[config.mk]
export PLATFORM = sky130hd
export DESIGN_NAME = bram_fifo_fwft
export DESIGN_NICKNAME = d
export VERILOG_FILES = /design/src/rtl/fifo_pkg.sv /design/src/rtl/bram_fifo_fwft_ram.sv /design/src/rtl/bram_fifo_fwft.sv
export SDC_FILE = /design/constraint.sdc
export NUM_CORES = 1
export LEC_CHECK = 0
export ABC_CLOCK_PERIOD_IN_PS = 3450
export CELL_PAD_IN_SITES_DETAIL_PLACEMENT = 0
export CELL_PAD_IN_SITES_GLOBAL_PLACEMENT = 2
export CORE_MARGIN = 2
export CORE_UTILIZATION = 44
export CTS_CLUSTER_DIAMETER = 120
export DETAILED_ROUTE_END_ITERATION = 10
export PLACE_DENSITY_LB_ADDON = 0.1
export SLEW_MARGIN = 20
export SYNTH_ARGS = -nofsm -noshare
export SYNTH_HDL_FRONTEND = slang
export SYNTH_SLANG_ARGS = --single-unit
[constraint.sdc]
create_clock -name clk -period 3.45 [get_ports clk]
set_input_delay 0.5175 -clock clk [delete_from_list [all_inputs] [get_ports clk]]
set_output_delay 0.5175 -clock clk [all_outputs]
set_load 0.01 [all_outputs]
[src/rtl/fifo_pkg.sv]
// Shared helpers for the BRAM FIFO: pointer/count widths, pointer wrap for
// arbitrary depths, and the legality rule for the parameter set.
package fifo_pkg;

  // Address width for a DEPTH-entry memory; never below one bit.
  function automatic int addr_w(input int depth);
    return (depth <= 2) ? 1 : $clog2(depth);
  endfunction

  // Occupancy counter width; must be able to represent DEPTH itself.
  function automatic int cnt_w(input int depth);
    return $clog2(depth + 1);
  endfunction

  // Pointer increment with an explicit wrap, so non-power-of-2 depths work.
  function automatic int ptr_next(input int ptr, input int depth);
    return (ptr == depth - 1) ? 0 : ptr + 1;
  endfunction

  // A parameter set is usable only if the thresholds sit inside the buffer
  // and almost-empty lies strictly below almost-full.
  function automatic bit params_ok(input int data_w, input int depth,
                                   input int af_thresh, input int ae_thresh);
    bit ok;
    ok = 1'b1;
    if (data_w < 1)                              ok = 1'b0;
    if (depth < 2)                               ok = 1'b0;
    if (af_thresh < 1 || af_thresh > depth)      ok = 1'b0;
    if (ae_thresh < 0 || ae_thresh > depth - 1)  ok = 1'b0;
    if (ae_thresh >= af_thresh)                  ok = 1'b0;
    return ok;
  endfunction

endpackage

[src/rtl/bram_fifo_fwft_ram.sv]
// Simple dual-port block RAM: synchronous write, synchronous registered read.
// The read register has a synchronous reset so the FIFO output starts at zero.
module ram
#(
  parameter int DATA_W = 8,
  parameter int DEPTH  = 8,
  parameter int ADDR_W = (DEPTH <= 2) ? 1 : $clog2(DEPTH)
)
(
  input  logic              clk,
  input  logic              rstn,
  input  logic              i_we,
  input  logic [ADDR_W-1:0] i_waddr,
  input  logic [DATA_W-1:0] i_wdata,
  input  logic              i_re,
  input  logic [ADDR_W-1:0] i_raddr,
  output logic [DATA_W-1:0] o_rdata
);

  logic [DATA_W-1:0] mem [DEPTH];
  logic [DATA_W-1:0] rdata_d;
  logic [DATA_W-1:0] rdata_q;

  // Storage array: one word written per enabled cycle.
  always_ff @(posedge clk) begin
    if (i_we) mem[i_waddr] <= i_wdata;
  end

  // Read port: fetch a new word on enable, otherwise keep the last one.
  always_comb begin
    rdata_d = rdata_q;
    if (i_re) rdata_d = mem[i_raddr];
  end

  // Read data register, cleared on reset.
  always_ff @(posedge clk) begin
    if (!rstn) rdata_q <= '0;
    else       rdata_q <= rdata_d;
  end

  assign o_rdata = rdata_q;

endmodule

[src/rtl/bram_fifo_fwft.sv]
// Single-clock BRAM FIFO with arbitrary depth, standard or first-word-fall-
// through read mode, occupancy count, almost flags and error pulses.
// In FWFT mode the RAM read register doubles as the prefetch/output register;
// a valid flag marks whether it holds the current head word.
module bram_fifo_fwft
  import fifo_pkg::*;
#(
  parameter  int DATA_W    = 8,
  parameter  int DEPTH     = 8,
  parameter  int FWFT      = 0,
  parameter  int AF_THRESH = 6,
  parameter  int AE_THRESH = 2,
  localparam int PTR_W     = addr_w(DEPTH),
  localparam int CNT_W     = cnt_w(DEPTH)
)
(
  input  logic              clk,
  input  logic              rstn,
  input  logic              i_wren,
  input  logic [DATA_W-1:0] i_wrdata,
  output logic              o_full,
  output logic              o_almost_full,
  input  logic              i_rden,
  output logic [DATA_W-1:0] o_rddata,
  output logic              o_empty,
  output logic              o_almost_empty,
  output logic [CNT_W-1:0]  o_count,
  output logic              o_overflow,
  output logic              o_underflow
);

  if (!params_ok(DATA_W, DEPTH, AF_THRESH, AE_THRESH)) begin : g_bad_params
    $error("bram_fifo_fwft: illegal DATA_W/DEPTH/AF_THRESH/AE_THRESH combination");
  end

  logic [PTR_W-1:0] wrptr_d, wrptr_q;
  logic [PTR_W-1:0] rdptr_d, rdptr_q;
  logic [CNT_W-1:0] count_d, count_q;
  logic             overflow_d, overflow_q;
  logic             underflow_d, underflow_q;
  logic             wr_ok;
  logic             rd_ok;
  logic             full;
  logic             empty;
  logic             ram_re;

  assign full = (count_q == CNT_W'(DEPTH));

  // Accept decisions, pointer advance, occupancy update and error pulses.
  always_comb begin
    wr_ok       = rstn && i_wren && !full;
    rd_ok       = rstn && i_rden && !empty;
    wrptr_d     = wrptr_q;
    rdptr_d     = rdptr_q;
    count_d     = count_q;
    overflow_d  = i_wren && full;
    underflow_d = i_rden && empty;
    if (wr_ok)  wrptr_d = PTR_W'(ptr_next(32'(wrptr_q), DEPTH));
    // The read pointer follows RAM fetches, which in FWFT mode run ahead of pops.
    if (ram_re) rdptr_d = PTR_W'(ptr_next(32'(rdptr_q), DEPTH));
    case ({wr_ok, rd_ok})
      2'b10:   count_d = count_q + 1'b1;
      2'b01:   count_d = count_q - 1'b1;
      default: count_d = count_q;
    endcase
  end

  // Control state registers; contents are discarded by reset.
  always_ff @(posedge clk) begin
    if (!rstn) begin
      wrptr_q     <= '0;
      rdptr_q     <= '0;
      count_q     <= '0;
      overflow_q  <= 1'b0;
      underflow_q <= 1'b0;
    end else begin
      wrptr_q     <= wrptr_d;
      rdptr_q     <= rdptr_d;
      count_q     <= count_d;
      overflow_q  <= overflow_d;
      underflow_q <= underflow_d;
    end
  end

  if (FWFT != 0) begin : g_fwft
    logic             valid_d, valid_q;
    logic [CNT_W-1:0] ram_cnt;

    // Prefetch steering: fetch the next RAM word whenever the output slot is
    // free or being popped. ram_cnt comes from the registered count, so a word
    // is never fetched in the same cycle it is written.
    always_comb begin
      ram_cnt = count_q - CNT_W'(valid_q);
      ram_re  = (ram_cnt != '0) && (!valid_q || i_rden);
      valid_d = valid_q;
      if (ram_re)     valid_d = 1'b1;
      else if (rd_ok) valid_d = 1'b0;
    end

    // Output-word valid flag.
    always_ff @(posedge clk) begin
      if (!rstn) valid_q <= 1'b0;
      else       valid_q <= valid_d;
    end

    assign empty = !valid_q;
  end else begin : g_std
    assign empty  = (count_q == '0);
    assign ram_re = rd_ok;
  end

  ram #(
    .DATA_W (DATA_W),
    .DEPTH  (DEPTH),
    .ADDR_W (PTR_W)
  ) u_ram (
    .clk     (clk),
    .rstn    (rstn),
    .i_we    (wr_ok),
    .i_waddr (wrptr_q),
    .i_wdata (i_wrdata),
    .i_re    (ram_re),
    .i_raddr (rdptr_q),
    .o_rdata (o_rddata)
  );

  assign o_full         = full;
  assign o_empty        = empty;
  assign o_count        = count_q;
  assign o_almost_full  = (count_q >= CNT_W'(AF_THRESH));
  assign o_almost_empty = (count_q <= CNT_W'(AE_THRESH));
  assign o_overflow     = overflow_q;
  assign o_underflow    = underflow_q;

endmodule
==> flow_metrics.py, run 1 <==
metrics = {
    "clock_network": {
        "numCtsBuffers": 9,
        "cts_root_buf": "clkbuf_8",
        "cts_tree": "built",
        "cts.sinks": 84,
        "h-tree-depth": 3,
        "clk_pin_slew_worst_paths_ns": 0.09,
        "cts_hold_buf": 0,
        "clock_latency_ns": 0.35,
        "cts_resized": 0,
        "clockBufferDepth": 2,
        "cts_setup_buffers": 0,
    },
    "sta": {
        "setup_viol": 0,
        "worst_pin_slew_ns": 0.8682,
        "slew_headroom_pct": 42.00,
        "period_needed_ns": 2.584,
        "drv_slew": 0,
        "skew_ns": 0.006088,
        "whs_ns": 0.4484,
        "final_hold_viol_count": 0,
        "fmax_mhz": 387.0,
        "fin_crit_sh_pct": 74.89,
        "fin_tns_setup_ns": 0,
        "rsz0062_at_grt": "no",
    },
    "route": {
        "ant_nets": 0,
        "drtPass1Iterations": 4,
        "via_per_inst": 5.183,
        "wl_um": 6751,
        "wl_per_cell_um": 17.35,
        "drc": 0,
        "vias": 2016,
        "drt_iter0_markers": 110,
    },
    "setup_path": {
        "worstPathArrival_ns": 2.87,
        "timing.rr.end": "o_count[2]$_SDFFE_PN0P_",
        "endpoint_kind": "register",
        "crit_slowest_cell": "clkdlybuf4s50_1",
        "reg2reg_depth": 12,
        "cp_max_fo": 7,
        "worst-path-stages": 11,
        "timing.rr.start": "o_count[1]$_SDFFE_PN0P_",
        "crit_end": "o_count[2]$_SDFFE_PN0P_",
        "cp.required_ns": 3.74,
        "startpoint_type": "primary input",
        "crit_buf_inv": 2,
        "path_delay_family": "buffers and inverters",
        "critPathMaxStageDelay_ns": 0.60,
        "crit_type": "primary input to register",
        "r2r_setup_slack_ns": 0.96,
        "cp_cell_sequence": "clkdlybuf4s50_1 -> nand2_1 -> nor2_8 -> inv_2 -> ha_1 -> xor2_1 -> ha_1 -> a21oi_1 -> xor2_1 -> or3_1 -> a21boi_1",
        "critical_path.startpoint": "rstn",
    },
    "placed_design": {
        "placedCellCount": 373,
        "gp_congestion": 0.7301,
        "hpwlAfterDp_um": 4227,
        "port-buffer-count": 29,
    },
    "synth": {
        "ys_seq_elements": 84,
        "synthFlopType": "edfxtp_1",
        "synth_area_per_cell_sq_um": 14.25,
        "synth_edf_count": 64,
        "syn_area_sq_um": 3477,
        "async_reset_ff_share_pct": 0,
        "yosysWarnings": 0,
        "synthCells": 244,
        "netlist-cell-type-count": 38,
        "seq_area_frac_synth_pct": 66.79,
        "syn_nets": 263,
    },
    "floorplan": {
        "num_rows": 32,
        "initial_core_util_pct": 45.23,
        "core_sq_um": 7687,
        "dieWidth_um": 92.90,
        "die_h_um": 92.90,
        "io_pins": 30,
        "dieArea_sq_um": 8629,
    },
    "pwr": {
        "pwr-share-clk_pct": 32.9,
        "power.density_nw_per_um2": 536.1,
        "p_sw_w": 0.0005640,
        "p_int_w": 0.001630,
        "finalPower_w": 0.002194,
        "peakVddDrop_uv": 252.1,
        "power_frac_comb_pct": 13.1,
        "seqPwrFrac_pct": 54.0,
        "leakage_nw": 1.376,
        "p_sw_share_pct": 25.70,
    },
    "global_route": {
        "grt_pass1_vias": 1981,
        "grt_max_degree": 27,
        "use_met3_pct": 2.929,
        "grt-ovfl-total": 0,
        "antenna_found_initial": 0,
        "grt_use_total_pct": 17.11,
        "grt.busiest_layer": "met2",
        "grt_pass1_wl_um": 10720,
        "met1_usage_pct": 24.89,
        "grt_util_met2_pct": 25.48,
    },
    "flow_run": {
        "cap_viol_max_count": 0,
    },
    "layout": {
        "drive_gt1_share_pct": 12.54,
        "seq_area_sq_um": 2323,
        "syn_to_final_growth_pct": 17.70,
        "finalNonFillerCells": 389,
        "multi_input_comb_area_sq_um": 1056,
        "nets": 301,
        "utilization_pct": 53.24,
        "diodes": 0,
        "n_fill_cell": 676,
    },
    "status": {
        "outcome": "complete, no violations",
    },
    "min_path": {
        "holdCritPathClass": "register to register",
        "hp-start": "u_ram.o_rdata[2]$_SDFFE_PN0P_",
    },
}
==> final cells by class <==
type	instances	area share, %
clock buffers	9	3.027
clock inverters	7	1.987
inverters	2	0.1834
multi-input cells	145	25.80
flip-flops and latches	84	56.77
well taps	102	3.118
repair buffers	40	9.110
==> how the worst min path moves through the flow <==
stage | cells past startpoint | endpoint
4_1_cts | 2 | u_ram.o_rdata[2]$_SDFFE_PN0P_
3_5_place_dp | 2 | u_ram.o_rdata[2]$_SDFFE_PN0P_
3_3_place_gp | 2 | u_ram.o_rdata[7]$_SDFFE_PN0P_
2_1_floorplan | 2 | u_ram.o_rdata[0]$_SDFFE_PN0P_
6_report | 2 | u_ram.o_rdata[2]$_SDFFE_PN0P_
5_1_grt | 2 | u_ram.o_rdata[7]$_SDFFE_PN0P_
==> registers in the layout, summed over array words and instances, names as in the netlist <==
| name | flops |
|---|---|
| o_count | 4 |
| o_overflow | 1 |
| o_underflow | 1 |
| rdptr_q | 3 |
| u_ram.mem | 64 |
| u_ram.o_rdata | 8 |
| wrptr_q | 3 |
==> kinds of logic (layout without fill, tap and decap cells) <==
logic type | after synthesis | count (layout) | share of synthesized area [%]
muxes | 35 | 35 | 10.08
and+or+nand+nor | 62 | 62 | 9.752
adders and majority gates | 7 | 7 | 2.519
buffers and inverters | 15 | 58 | 2.843
xor gates and xnor gates | 3 | 3 | 0.7558
DFF | 84 | 84 | 66.79
AOI/OAI and AO/OA | 38 | 38 | 7.269
==> cell usage in the layout (no fill, tap or decap), drive strengths merged, types with 2 or more instances in the layout <==
cell and n:
a21boi 2, a21oi 2, a22oi 16, and2 2
buf 11, clkbuf 9, clkdlybuf4s50 29, dfxtp 20
edfxtp 64, ha 7, inv 7, mux2i 35
nand2 22, nand2b 3, nand3 8, nor2 9
nor2b 6, nor3 5, nor4 2, o21ai 14
or3 2, xor2 2
==> per-stage QoR <==
stage | cell area, sq um | worst slack, ns
4_1_cts | 4093 | 0.8485
2_1_floorplan | 3477 | 1.090
5_1_grt | 4093 | 0.6791
3_3_place_gp | 3887 | 0.5857
3_5_place_dp | 3887 | 0.4745
6_report | 4093 | 0.8662
==> cell usage after synthesis (2+ instances only) <==
master	number	area, sq um
dfxtp_1	20	400.4
buf_6	4	45.04
nor2b_1	6	37.54
nor2_1	7	26.28
o21ai_1	9	45.04
a21oi_1	2	10.01
o21ai_0	5	25.02
buf_4	3	22.52
ha_1	7	87.58
and2_1	2	12.51
nor3_1	5	25.02
mux2i_1	35	350.3
nand2b_1	3	18.77
inv_2	2	7.510
buf_1	3	11.26
or3_1	2	12.51
nand3_1	8	40.04
xor2_1	2	17.52
nand2_1	21	78.83
edfxtp_1	64	1922
clkbuf_1	2	7.510
a22oi_1	16	120.1
==> per-layer routing <==
| metal | routed length (um) | up-vias |
|---|---|---|
| met5 | 0 | - |
| met4 | 92 | 0 |
| met3 | 232 | 11 |
| met2 | 3143 | 32 |
| met1 | 3282 | 980 |
| li1 | - | 993 |
==> tightest hold or removal path: stages (launching register included) <==
cell and delay, ns:
dfxtp_1 0.31, nand2_1 0.05, o21ai_1 0.05
==> power by group through the flow <==
stage / logic [W] / clock network (W) / registers (W)
4_1_cts: 0.000292 / 0.000742 / 0.00119
3_3_place_gp: 0.000290 / 0 / 0.00121
5_1_grt: 0.000319 / 0.000792 / 0.00119
6_report: 0.000287 / 0.000722 / 0.00118
3_5_place_dp: 0.000291 / 0 / 0.00121
2_1_floorplan: 0.000216 / 0 / 0.00118
Power figures use the tool's default switching activity.
==> inputs of run 2 (changes only) <==
--- a/config.mk
+++ b/config.mk
@@ -5,11 +5,11 @@
 export SDC_FILE = /design/constraint.sdc
 export NUM_CORES = 1
 export LEC_CHECK = 0
-export ABC_CLOCK_PERIOD_IN_PS = 3450
+export ABC_CLOCK_PERIOD_IN_PS = 2600
 export CELL_PAD_IN_SITES_DETAIL_PLACEMENT = 0
 export CELL_PAD_IN_SITES_GLOBAL_PLACEMENT = 2
 export CORE_MARGIN = 2
-export CORE_UTILIZATION = 44
+export CORE_UTILIZATION = 41
 export CTS_CLUSTER_DIAMETER = 120
 export DETAILED_ROUTE_END_ITERATION = 10
 export PLACE_DENSITY_LB_ADDON = 0.1
==> constraint.sdc (replaced) <==
create_clock -name clk -period 2.6 [get_ports clk]
set_input_delay 0.39 -clock clk [delete_from_list [all_inputs] [get_ports clk]]
set_output_delay 0.39 -clock clk [all_outputs]
set_load 0.01 [all_outputs]
==> flow_metrics.py, run 2 (same netlist as run 1, synthesis figures left out) <==
metrics = {
    "setup_path": {
        "endpoint_kind": "register",
        "worstPathArrival_ns": 2.54,
        "cp_max_fo": 10,
        "cp_cell_sequence": "nor3_1 -> nand2_1 -> inv_2 -> nor2_8 -> inv_2 -> ha_1 -> xor2_1 -> ha_1 -> a21oi_1 -> xor2_1 -> or3_1 -> a21boi_1",
        "crit_type": "register to register",
        "critPathMaxStageDelay_ns": 0.54,
        "startpoint_type": "register",
        "crit_slowest_cell": "dfxtp_1",
        "cp.required_ns": 2.89,
    },
    "sta": {
        "final_hold_viol_count": 0,
        "worst_pin_slew_ns": 0.6462,
        "fin_tns_setup_ns": 0,
        "fmax_mhz": 444.1,
        "drv_slew": 0,
        "fin_crit_sh_pct": 86.60,
        "rsz0062_at_grt": "no",
        "period_needed_ns": 2.252,
        "slew_headroom_pct": 56.92,
        "skew_ns": 0.008273,
        "setup_viol": 0,
    },
    "floorplan": {
        "num_rows": 33,
        "initial_core_util_pct": 42.32,
        "die_h_um": 96.09,
        "dieArea_sq_um": 9233,
        "dieWidth_um": 96.09,
        "core_sq_um": 8217,
        "io_pins": 30,
    },
    "global_route": {
        "grt-ovfl-total": 0,
        "grt_max_degree": 22,
        "antenna_found_initial": 0,
        "grt_use_total_pct": 16.44,
        "grt_pass1_vias": 1924,
        "grt_pass1_wl_um": 10590,
    },
    "min_path": {
        "holdCritPathClass": "register to register",
    },
    "layout": {
        "syn_to_final_growth_pct": 19.76,
        "nets": 310,
        "largest_reg_flops": 64,
        "mostFrequentLayoutCells": "64 x edfxtp_1, 35 x mux2i_1, 29 x clkdlybuf4s50_1, 21 x nand2_1",
        "regMostFlops": "u_ram.mem",
        "finalNonFillerCells": 401,
        "final_common_cell": "edfxtp_1",
        "drive_gt1_share_pct": 15.20,
        "diodes": 0,
    },
    "route": {
        "drc": 0,
        "wl_per_cell_um": 16.99,
        "drtPass1Iterations": 4,
        "drt_iter0_markers": 72,
        "vias": 2027,
        "wl_um": 6811,
        "ant_nets": 0,
        "via_per_inst": 5.055,
    },
    "pwr": {
        "peakVddDrop_uv": 293.9,
        "pwr-share-clk_pct": 30.9,
        "p_int_w": 0.002090,
        "p_sw_w": 0.0007750,
        "power_frac_comb_pct": 14.8,
        "p_sw_share_pct": 27.05,
        "leakage_nw": 1.409,
        "power.density_nw_per_um2": 688.1,
        "seqPwrFrac_pct": 54.3,
    },
    "clock_network": {
        "clock_latency_ns": 0.36,
        "clk_pin_slew_worst_paths_ns": 0.09,
        "h-tree-depth": 3,
        "cts_tree": "built",
        "cts_hold_buf": 0,
        "numCtsBuffers": 9,
        "cts.sinks": 84,
        "clockBufferDepth": 2,
        "cts_resized": 0,
        "cts_root_buf": "clkbuf_8",
        "cts_setup_buffers": 0,
    },
    "placed_design": {
        "gp_congestion": 0.7445,
        "port-buffer-count": 29,
        "hpwlAfterDp_um": 4366,
        "placedCellCount": 385,
    },
    "status": {
        "outcome": "complete, no violations",
    },
    "flow_run": {
        "cap_viol_max_count": 0,
    },
}
-- run 2: cell types whose count changed in the layout (fill, tap and decap cells not counted) --
cell,delta
buf_12,+1
buf_4,+8
bufinv_16,-1
clkinv_2,-1
clkinv_4,+1
clkinv_8,+1
clkinvlp_4,+2
inv_6,-2
-- run 2: layer usage --
metal | GRT usage [%] | vias up | wire length [um]
met5 | 0 | - | 0
met1 | 22.72 | 967 | 3256
met2 | 24.77 | 36 | 3141
li1 | - | 1012 | -
met4 | 7.857 | 0 | 138
met3 | 3.367 | 12 | 274
-- run 2: power groups by stage --
stage | sequential [W] | combinational, W | clock, W
after floorplan | 0.00156 | 0.000287 | 0
after global placement | 0.00159 | 0.000429 | 0
after detailed placement | 0.00159 | 0.000428 | 0
after CTS | 0.00156 | 0.000430 | 0.000919
after global routing | 0.00156 | 0.000468 | 0.000975
final | 0.00155 | 0.000424 | 0.000887
-- run 2: final timing paths --
check	startpoint	endpoint	slack [ns]	depth (start not counted)
worst max register to register	o_count[2]$_SDFFE_PN0P_	o_count[2]$_SDFFE_PN0P_	0.35	12
worst min-delay path	u_ram.o_rdata[7]$_SDFFE_PN0P_	u_ram.o_rdata[7]$_SDFFE_PN0P_	0.45	2
worst min register to register	u_ram.o_rdata[7]$_SDFFE_PN0P_	u_ram.o_rdata[7]$_SDFFE_PN0P_	0.45	2
worst max-delay path	o_count[2]$_SDFFE_PN0P_	o_count[2]$_SDFFE_PN0P_	0.35	12
-- run 2: metrics by stage --
stage / worst slack [ns] / utilization (%) / area [sq um] / power [W] / hold WS, ns
3_5_place_dp: 0.06347 / 48.33 / 3971 / 0.002017 / 0.4443
4_1_cts: 0.3386 / 50.68 / 4164 / 0.002907 / 0.4566
6_report: 0.3484 / 50.68 / 4164 / 0.002865 / 0.4511
2_1_floorplan: 0.2399 / - / 3477 / 0.001848 / 0.4726
5_1_grt: 0.1074 / 50.68 / 4164 / 0.003007 / 0.4773
3_3_place_gp: 0.09837 / 48.33 / 3971 / 0.002016 / 0.4363
-- run 2: cell type report --
type                            count  area, sq um
Fill cell                         722         4053
Sequential cell                    84         2323
Multi-Input combinational cell    145         1056
Timing Repair Buffer               49        452.9
Tap cell                          105        131.4
Clock buffer                        9        123.9
Clock inverter                      7        68.82
Inverter                            2        7.507
-- run 2: worst max-delay path: cells and delay by family (launching register included) --
kind | cells | cell delay [ns]
flops | 1 | 0.54
buf+inv | 2 | 0.14
simple gates | 4 | 0.61
xor+xnor | 2 | 0.24
fa+ha+maj | 2 | 0.37
compound gates | 2 | 0.27
==> inputs of run 3 (changes only) <==
--- a/config.mk
+++ b/config.mk
@@ -5,11 +5,12 @@
 export SDC_FILE = /design/constraint.sdc
 export NUM_CORES = 1
 export LEC_CHECK = 0
+export ABC_AREA = 1
 export ABC_CLOCK_PERIOD_IN_PS = 2600
 export CELL_PAD_IN_SITES_DETAIL_PLACEMENT = 0
 export CELL_PAD_IN_SITES_GLOBAL_PLACEMENT = 2
 export CORE_MARGIN = 2
-export CORE_UTILIZATION = 41
+export CORE_UTILIZATION = 38
 export CTS_CLUSTER_DIAMETER = 120
 export DETAILED_ROUTE_END_ITERATION = 10
 export PLACE_DENSITY_LB_ADDON = 0.1
==> flow_metrics.py, run 3 <==
metrics = {
    "pwr": {
        "p_int_w": 0.002242,
        "power_frac_comb_pct": 21.6,
        "peakVddDrop_uv": 305.4,
        "pwr-share-clk_pct": 28.7,
        "leakage_nw": 1.489,
        "p_sw_share_pct": 28.98,
        "seqPwrFrac_pct": 49.6,
        "p_sw_w": 0.0009150,
        "power.density_nw_per_um2": 775.1,
    },
    "synth": {
        "syn_area_sq_um": 3423,
        "seq_area_frac_synth_pct": 67.84,
        "syn_nets": 328,
        "yosysMostFrequentCell": "edfxtp_1",
        "async_reset_ff_share_pct": 0,
        "yosys-top-cells-count": "64 x edfxtp_1, 54 x nor2_1, 35 x nand2_1",
        "synth_edf_count": 64,
        "synthCells": 309,
        "synth.area.mux_share_pct": 0,
        "synth-xor-area-share_pct": 0.5117,
        "synth_compound_area_share_pct": 10.96,
        "synth_top_family_by_area": "simple AND/OR/NAND/NOR gates",
        "synth.largest_area_cell": "edfxtp_1",
        "netlist-cell-type-count": 19,
        "synthFlopType": "edfxtp_1",
        "ys_seq_elements": 84,
        "synth_area_leaders": "edfxtp_1 56%, dfxtp_1 12%, nor2_1 5.9%, nand2_1 3.8%, o21ai_1 3.7%",
        "yosys.area_share.adder_pct": 2.558,
        "synthSimpleGateAreaFrac_pct": 13.49,
        "synth.top_cell.area_share_pct": 56.14,
        "synth_area_per_cell_sq_um": 11.08,
        "yosysWarnings": 0,
    },
    "floorplan": {
        "core_sq_um": 8721,
        "num_rows": 34,
        "dieArea_sq_um": 9784,
        "die_h_um": 98.92,
        "initial_core_util_pct": 39.25,
        "dieWidth_um": 98.92,
        "io_pins": 30,
    },
    "clock_network": {
        "clk_pin_slew_worst_paths_ns": 0.08,
        "cts.sinks": 84,
        "clock_latency_ns": 0.34,
        "cts_resized": 0,
        "cts_root_buf": "clkbuf_8",
        "h-tree-depth": 3,
        "cts_setup_buffers": 0,
        "cts_hold_buf": 0,
        "numCtsBuffers": 9,
        "cts_tree": "built",
        "clockBufferDepth": 2,
    },
    "sta": {
        "fin_crit_sh_pct": 76.87,
        "fin_ws_ns": 0.6014,
        "fin_tns_setup_ns": 0,
        "slew_headroom_pct": 58.85,
        "drv_slew": 0,
        "setup_viol": 0,
        "worst_pin_slew_ns": 0.6163,
        "final_hold_viol_count": 0,
        "rsz0062_at_grt": "no",
        "period_needed_ns": 1.999,
        "fmax_mhz": 500.3,
        "skew_ns": 0.008138,
    },
    "global_route": {
        "grt_use_total_pct": 15.70,
        "grt_max_degree": 35,
        "grt_pass1_wl_um": 11380,
        "antenna_found_initial": 0,
        "grt_pass1_vias": 2084,
        "grt-ovfl-total": 0,
    },
    "status": {
        "outcome": "complete, no violations",
    },
    "route": {
        "drtPass1Iterations": 4,
        "wl_um": 7303,
        "wl_per_cell_um": 15.77,
        "vias": 2298,
        "drc": 0,
        "via_per_inst": 4.963,
        "ant_nets": 0,
        "drt_iter0_markers": 97,
    },
    "setup_path": {
        "cp_max_fo": 5,
        "cp_cell_sequence": "nor2_1 -> nand3_1 -> inv_1 -> clkdlybuf4s50_1",
        "r2r_setup_slack_ns": 0.70,
        "startpoint_type": "register",
        "timing.rr.start": "o_count[3]$_SDFFE_PN0P_",
        "path_delay_family": "buffers and inverters",
        "timing.rr.end": "o_count[2]$_SDFFE_PN0P_",
        "crit_type": "register to output pin",
        "endpoint_kind": "output pin",
        "reg2reg_depth": 13,
        "crit_slowest_cell": "clkdlybuf4s50_1",
        "critical_path.startpoint": "o_count[0]$_SDFFE_PN0P_",
        "crit_buf_inv": 2,
        "cp.required_ns": 2.21,
        "critPathMaxStageDelay_ns": 0.52,
        "worstPathArrival_ns": 1.61,
    },
    "min_path": {
        "hp-start": "u_ram.o_rdata[4]$_SDFFE_PN0P_",
        "holdPathStages": 2,
        "holdPathEnd": "u_ram.o_rdata[4]$_SDFFE_PN0P_",
        "holdCritPathClass": "register to register",
    },
    "placed_design": {
        "gp_congestion": 0.7771,
        "post-place-ws_ns": 0.3631,
        "placed_area_sq_um": 3881,
        "hpwlAfterDp_um": 4563,
        "port-buffer-count": 29,
    },
    "layout": {
        "seq_area_sq_um": 2322,
        "multi_input_comb_area_sq_um": 942.2,
        "mostFrequentLayoutCells": "64 x edfxtp_1, 54 x nor2_1, 35 x nand2_1, 29 x clkdlybuf4s50_1, 25 x o21ai_1",
        "regMostFlops": "u_ram.mem",
        "n_fill_cell": 834,
        "nets": 369,
        "diodes": 0,
        "final_common_cell": "edfxtp_1",
        "syn_to_final_growth_pct": 18.97,
        "final_design_area_no_fill_sq_um": 4073,
        "largest_reg_flops": 64,
        "drive_gt1_share_pct": 9.577,
    },
    "flow_run": {
        "cap_viol_max_count": 0,
    },
}
-- run 3: changes by cell type in the layout (fill, tap and decap cells not counted), moves of 14 or more --
cell,before,now
inv_1,0,17
a22oi_1,16,0
mux2i_1,35,0
o21ai_1,9,25
nand2_1,21,35
nor2_1,7,54
o211ai_1,0,16
-- run 3: layout make-up --
type / instances / area share [%]
sequential: 84 / 57.02
multi-input combinational: 189 / 23.13
timing repair buffer: 43 / 9.708
tap: 108 / 3.318
clock buffer: 10 / 3.134
inverter: 23 / 2.120
clock inverter: 6 / 1.567
-- run 3: kinds of logic (layout without fill, tap and decap cells) --
family	count (synthesis)	after routing
simple gates	113	113
compound gates	67	67
fa+ha+maj	7	7
xor+xnor	2	2
buf+inv	36	82
flops	84	84
-- run 3: power groups by stage --
stage               Combinational (W)  Clock [W]  Sequential (W)
floorplan                    0.000398          0         0.00162
global placement             0.000694          0         0.00160
detailed placement           0.000693          0         0.00160
CTS                          0.000694   0.000934         0.00157
global route                 0.000768   0.000997         0.00158
finish                       0.000683   0.000907         0.00157
-- run 3: how the worst max path moves through the flow --
stage / endpoint / slack [ns] / cells after the start
after floorplan: o_count[2]$_SDFFE_PN0P_ / 0.62 / 14
after global placement: o_count[2]$_SDFFE_PN0P_ / 0.39 / 12
after detailed placement: o_count[2]$_SDFFE_PN0P_ / 0.36 / 12
after CTS: o_almost_full / 0.57 / 3
after global routing: o_almost_full / 0.48 / 3
final: o_full / 0.60 / 4
-- run 3: worst register-to-register path, cell delays in order, from the launching register on --
cell and delay (ns):
dfxtp_1 0.47, nor2_1 0.09, nand2_1 0.10, inv_2 0.07, nor2_4 0.08, ha_1 0.21, nand2_1 0.07, inv_1 0.07
nor2_1 0.05, ha_1 0.17, a21oi_1 0.14, xnor2_1 0.09, o21ai_0 0.14, inv_1 0.05
-- run 3: stage by stage --
step,utilization [%],hold slack [ns],instances,total power (W)
5_1_grt,46.70,0.4753,463,0.003341
6_report,46.70,0.4520,463,0.003157
4_1_cts,46.70,0.4560,463,0.003195
3_3_place_gp,44.51,0.4364,447,0.002291
2_1_floorplan,-,0.4740,309,0.002014
3_5_place_dp,44.51,0.4405,447,0.002290
-- run 3: routing by layer --
layer | wire length [um] | GRT usage (%) | vias up
met1 | 3502 | 22.22 | 1098
met5 | 0 | 0 | -
met3 | 256 | 3.404 | 8
met2 | 3439 | 23.91 | 36
met4 | 104 | 5.690 | 0
li1 | - | - | 1156
